**config.mk**
```make
export PLATFORM = sky130hd
export DESIGN_NAME = des_frame_ctrl_flat
export DESIGN_NICKNAME = d
export VERILOG_FILES = /design/src/rtl/des_frame_ctrl_if.sv /design/src/rtl/des_frame_ctrl.sv /design/src/flat_wrapper.sv
export SDC_FILE = /design/constraint.sdc
export NUM_CORES = 1
export LEC_CHECK = 0
export ABC_AREA = 1
export CELL_PAD_IN_SITES_DETAIL_PLACEMENT = 1
export CELL_PAD_IN_SITES_GLOBAL_PLACEMENT = 2
export CORE_MARGIN = 5
export CORE_UTILIZATION = 29
export DETAILED_ROUTE_END_ITERATION = 8
export PLACE_DENSITY = 0.93
export SYNTH_ARGS = -nofsm -noshare
export SYNTH_HDL_FRONTEND = slang
export SYNTH_SLANG_ARGS = --single-unit
```
**constraint.sdc**
```tcl
create_clock -name clk -period 1.8 [get_ports clk]
set_input_delay 0.27 -clock clk [delete_from_list [all_inputs] [get_ports clk]]
set_output_delay 0.27 -clock clk [all_outputs]
set_load 0.01 [all_outputs]
```
**src/rtl/des_frame_ctrl_if.sv**
```systemverilog
// Downstream word handshake between the frame controller and its consumer.
interface des_frame_ctrl_if #(
    parameter int unsigned WIDTH = 8
);
    logic [WIDTH-1:0] word;
    logic             word_valid;
    logic             word_ready;

    modport master (output word, output word_valid, input word_ready);
    modport slave  (input word, input word_valid, output word_ready);
endinterface

```
**src/rtl/des_frame_ctrl.sv**
```systemverilog
// Frame controller for the serial deserializer: start-bit detect, WIDTH-shift
// sequencing, stop-bit check, holding register with valid/ready, error/overrun pulses.
module des_frame_ctrl #(
    parameter int unsigned WIDTH = 8,
    parameter int unsigned CNT_W = 8
) (
    input  logic             clk,
    input  logic             reset,
    input  logic             in,
    output logic             des_en,
    output logic             des_clr,
    input  logic [WIDTH-1:0] des_out,
    des_frame_ctrl_if.master dn,
    output logic             frame_err,
    output logic             overrun,
    output logic [CNT_W-1:0] frame_cnt
);

    localparam int unsigned BCW = $clog2(WIDTH + 1);

    typedef enum logic [1:0] {
        IDLE = 2'd0,
        DATA = 2'd1,
        STOP = 2'd2
    } state_t;

    state_t           state, state_n;
    logic [BCW-1:0]   bit_cnt, bit_cnt_n;
    logic [WIDTH-1:0] word_q, word_n;
    logic             valid_q, valid_n;
    logic             err_n, ovr_n;
    logic [CNT_W-1:0] cnt_n;
    logic             draining;

    assign dn.word       = word_q;
    assign dn.word_valid = valid_q;
    assign draining      = !valid_q || dn.word_ready;

    always_ff @(posedge clk or posedge reset) begin
        if (reset) begin
            state     <= IDLE;
            bit_cnt   <= '0;
            word_q    <= '0;
            valid_q   <= 1'b0;
            frame_err <= 1'b0;
            overrun   <= 1'b0;
            frame_cnt <= '0;
        end else begin
            state     <= state_n;
            bit_cnt   <= bit_cnt_n;
            word_q    <= word_n;
            valid_q   <= valid_n;
            frame_err <= err_n;
            overrun   <= ovr_n;
            frame_cnt <= cnt_n;
        end
    end

    always_comb begin
        state_n   = state;
        bit_cnt_n = bit_cnt;
        word_n    = word_q;
        valid_n   = valid_q;
        err_n     = 1'b0;
        ovr_n     = 1'b0;
        cnt_n     = frame_cnt;
        des_en    = 1'b0;
        des_clr   = 1'b0;

        // Consumption first; a capture at the same edge overrides it below.
        if (valid_q && dn.word_ready) begin
            valid_n = 1'b0;
        end

        unique case (state)
            IDLE: begin
                if (in) begin
                    des_clr   = 1'b1;
                    bit_cnt_n = '0;
                    state_n   = DATA;
                end
            end
            DATA: begin
                des_en    = 1'b1;
                bit_cnt_n = bit_cnt + BCW'(1);
                if (bit_cnt == BCW'(WIDTH - 1)) begin
                    state_n = STOP;
                end
            end
            STOP: begin
                state_n = IDLE;
                if (in) begin
                    err_n = 1'b1;
                end else if (draining) begin
                    word_n  = des_out;
                    valid_n = 1'b1;
                    cnt_n   = frame_cnt + CNT_W'(1);
                end else begin
                    ovr_n = 1'b1;
                end
            end
            default: state_n = IDLE;
        endcase

        // Deserializer controls must stay quiet while reset is held.
        if (reset) begin
            des_en  = 1'b0;
            des_clr = 1'b0;
        end
    end

endmodule

```
**src/flat_wrapper.sv**
```systemverilog
// flat-port wrapper written by rule: the top's interface ports become plain ports
module des_frame_ctrl_flat 
#(
    parameter int unsigned WIDTH = 8,
    parameter int unsigned CNT_W = 8
)
  (clk, reset, in, des_en, des_clr, des_out, frame_err, overrun, frame_cnt, dn_word, dn_word_valid, dn_word_ready);
  des_frame_ctrl_if #(.WIDTH(WIDTH)) dn_i ();
  input  logic clk;
  input  logic reset;
  input  logic in;
  output logic des_en;
  output logic des_clr;
  input  logic [WIDTH-1:0] des_out;
  output logic frame_err;
  output logic overrun;
  output logic [CNT_W-1:0] frame_cnt;
  output wire logic [$bits(dn_i.word)-1:0] dn_word;
  output wire logic [$bits(dn_i.word_valid)-1:0] dn_word_valid;
  input wire logic [$bits(dn_i.word_ready)-1:0] dn_word_ready;
  assign dn_word = dn_i.word;
  assign dn_word_valid = dn_i.word_valid;
  assign dn_i.word_ready = dn_word_ready;
  des_frame_ctrl #(.WIDTH(WIDTH), .CNT_W(CNT_W)) u_core (.clk(clk), .reset(reset), .in(in), .des_en(des_en), .des_clr(des_clr), .des_out(des_out), .dn(dn_i), .frame_err(frame_err), .overrun(overrun), .frame_cnt(frame_cnt));
endmodule
```
==> results.sh <==
export IMPL_ys_types=20
export IMPL_nets=183
export IMPL_powerDensity_nw_per_um2=1159
export IMPL_synth_common_cells="nand2_1 (53), dfrtp_1 (25), inv_1 (9)"
export IMPL_worst_slew_pin_slew_ps=383.4
export IMPL_vias_per_cell=4.551
export IMPL_fmax_mhz=639.5
export IMPL_drtPass1Iterations=4
export IMPL_drtIter0Drc=38
export IMPL_sequentialPowerShare=0.456
export IMPL_antennaDiodeCount=0
export IMPL_outcome="completed"
export IMPL_power_switching_mw=0.6269
export IMPL_grt_total_usage=0.1209
export IMPL_crit_type="register to output port"
export IMPL_synth_area_um2=1147
export IMPL_cp_max_fo=5
export IMPL_switching_share=0.3399
export IMPL_synth_fa_ha_area_frac=0.02181
export IMPL_grt_max_degree=26
export IMPL_worstPathCellList="clkdlybuf4s50_1"
export IMPL_synthSimpleGateAreaFrac=0.3141
export IMPL_ys_top_cells_by_area="dfrtp_1 (55%), nand2_1 (17%), nand3_1 (3.1%)"
export IMPL_antenna_left=0
export IMPL_antenna_found_initial=0
export IMPL_final_design_area_no_fill_um2=1592
export IMPL_rsz0062_at_grt="false"
export IMPL_peakVddDrop_uv=318.0
export IMPL_slew_headroom=0.7417
export IMPL_clkPwrFrac=0.185
export IMPL_synthMuxAreaShare=0
export IMPL_areaGrowthSynthToFinish_pct=38.71
export IMPL_synth_top_flop_cell="dfrtp_1"
export IMPL_core_area_um2=3744
export IMPL_setup_viol=0
export IMPL_synth_top_family_by_area="simple AND/OR/NAND/NOR gates"
export IMPL_drive_above_1_share=0.1131
export IMPL_hpwl_mm=2.121
export IMPL_synth_xor_area_frac=0.03053
export IMPL_r2r_end="u_core.frame_cnt[2]"
export IMPL_finalHoldViolCount=0
export IMPL_pin_count=33
export IMPL_synth_top_cell_area_share=0.5453
export IMPL_vias=983
export IMPL_die_x_um=72.90
export IMPL_avgSynthCellArea_um2=8.894
export IMPL_ys_ff_latch=25
export IMPL_fin_crit_ps=1564
export IMPL_slowest_delay_ps=570
export IMPL_setup_worst_path_start_class="register"
export IMPL_clockRootBuffer="clkbuf_8"
export IMPL_timing_setup_tns_ps=0
export IMPL_path_delay_family="buffers and inverters"
export IMPL_grt_pass1_wl_mm=5.043
export IMPL_p_leak_nw=0.7762
export IMPL_worstPathArrival_ps=1290
export IMPL_cts_buffer_depth=2
export IMPL_synth_top_area_cell="dfrtp_1"
export IMPL_die_y_um=72.90
export IMPL_rows=22
export IMPL_pwr_share_comb=0.359
export IMPL_ys_warn_count=0
export IMPL_die_area_um2=5314
export IMPL_clk_pin_slew_worst_paths_ps=90
export IMPL_routabilityCongestion=0.7856
export IMPL_hold_class="input port to async pin"
export IMPL_synth_cells=129
export IMPL_initial_core_util=0.3065
export IMPL_tritoncts="done"
export IMPL_synth_most_common_cell="nand2_1"
export IMPL_synth_nets=143
export IMPL_async_reset_ff_frac=1.000
export IMPL_port_buffers=32
export IMPL_rr_startpoint="u_core.state[0]"
export IMPL_post_drt_wl_per_cell_um=12.98
export IMPL_placed_area_um2=1524
export IMPL_r2r_slack_ps=510
export IMPL_timing_critical_path_buf_inv=1
export IMPL_grt_pass1_vias=1172
export IMPL_synth_seq_area_share=0.5453
export IMPL_drv_slew=0
export IMPL_critPathSlowestCell="clkdlybuf4s50_1"
export IMPL_intPower_mw=1.218
export IMPL_synth_compound_area_frac=0.02617
export IMPL_drc=0
export IMPL_fin_crit_sh=0.8688
export IMPL_clkLatencyLatePin_ps=270
export IMPL_cts_buffers=3
export IMPL_maxCapViolCount=0
export IMPL_cp_data_required_time_ps=1530
export IMPL_h_tree_depth=1
export IMPL_overflow=0
export IMPL_synth_enable_flop_cells=0
export IMPL_endpoint_kind="output port"
export IMPL_rr_worst_depth=6
export IMPL_fin_skew_ps=4.455
export IMPL_drt_total_wl_mm=2.804
export IMPL_cts_sinks=25
-- area by class of cell --
class / instances / area [µm²]
inverters: 12 / 45.04
repair buffers: 37 / 359.1
clock buffers: 3 / 41.29
flip-flops and latches: 25 / 625.6
well taps: 48 / 60.06
multi-input cells: 90 / 452.9
fillers: 467 / 2152
clock inverters: 1 / 7.507
-- placed cells by master, fill, tap and decap left out, drive strengths merged, types with 2 or more instances in the layout --
master / Yosys / routed
clkdlybuf4s50: 0 / 30
nor2: 11 / 11
o21ai: 5 / 5
dfrtp: 25 / 25
nand2: 54 / 54
nand3: 8 / 8
xor2: 3 / 3
nand4: 2 / 2
buf: 2 / 5
ha: 2 / 2
nand3b: 3 / 3
inv: 12 / 12
clkbuf: 0 / 3
-- metal layers --
layer | GRT usage | part of all wire | up-vias
met5 | 0 | 0 | -
met1 | 0.1331 | 0.41 | 475
met3 | 0.01653 | 0.032 | 7
met4 | 0.07582 | 0.033 | 0
li1 | - | - | 476
met2 | 0.2164 | 0.52 | 25
-- cells by family (layout without fill, tap and decap cells) --
family | Yosys count | in the layout
buf+inv | 14 | 53
simple gates | 78 | 78
fa+ha+maj | 2 | 2
flops | 25 | 25
compound gates | 6 | 6
xor+xnor | 4 | 4
-- power by group through the flow --
stage               Combinational [mW]  Sequential (mW)  Clock (mW)
floorplan                        0.260            0.880           0
global placement                 0.619            0.845           0
detailed placement               0.645            0.857           0
CTS                              0.683            0.845       0.362
global route                     0.745            0.868       0.380
finish                           0.662            0.840       0.342
-- metrics by stage --
stage | std cells | hold slack [ps] | setup slack, ps | util | total power, mW
floorplan | 129 | 297.3 | 695.8 | - | 1.140
global placement | 210 | 459.7 | 60.93 | 0.4071 | 1.464
detailed placement | 210 | 462.8 | 22.25 | 0.4071 | 1.502
CTS | 216 | 439.9 | 11.77 | 0.4245 | 1.890
global route | 216 | 459.4 | 150.5 | 0.4251 | 1.993
finish | 216 | 441.6 | 236.2 | 0.4251 | 1.844
-- worst max-delay path by stage --
| stage | endpoint | start | slack (ps) | depth (start not counted) |
|---|---|---|---|---|
| 5_1_grt | des_clr | u_core.state[0] | 150 | 4 |
| 4_1_cts | des_en | u_core.state[1] | 10 | 4 |
| 2_1_floorplan | u_core.frame_cnt[4] | u_core.frame_cnt[0] | 700 | 6 |
| 3_5_place_dp | des_clr | in | 20 | 4 |
| 3_3_place_gp | des_clr | in | 60 | 4 |
| 6_report | frame_cnt[4] | u_core.frame_cnt[4] | 240 | 1 |
-- what timing repair did --
action	in CTS	in global routing
hold buffers	0	0
gates resized for setup	3	1
endpoints found under the setup margin	2	1
setup buffers	2	0
-- flip-flops by register name (all words and copies together), names as in the netlist --
signal and cells:
u_core.frame_err 1, u_core.overrun 1, u_core.dn.word 8, u_core.state 2, u_core.bit_cnt 4, u_core.dn.word_valid 1, u_core.frame_cnt 8
Note: power is estimated with default switching activity, not from simulation.
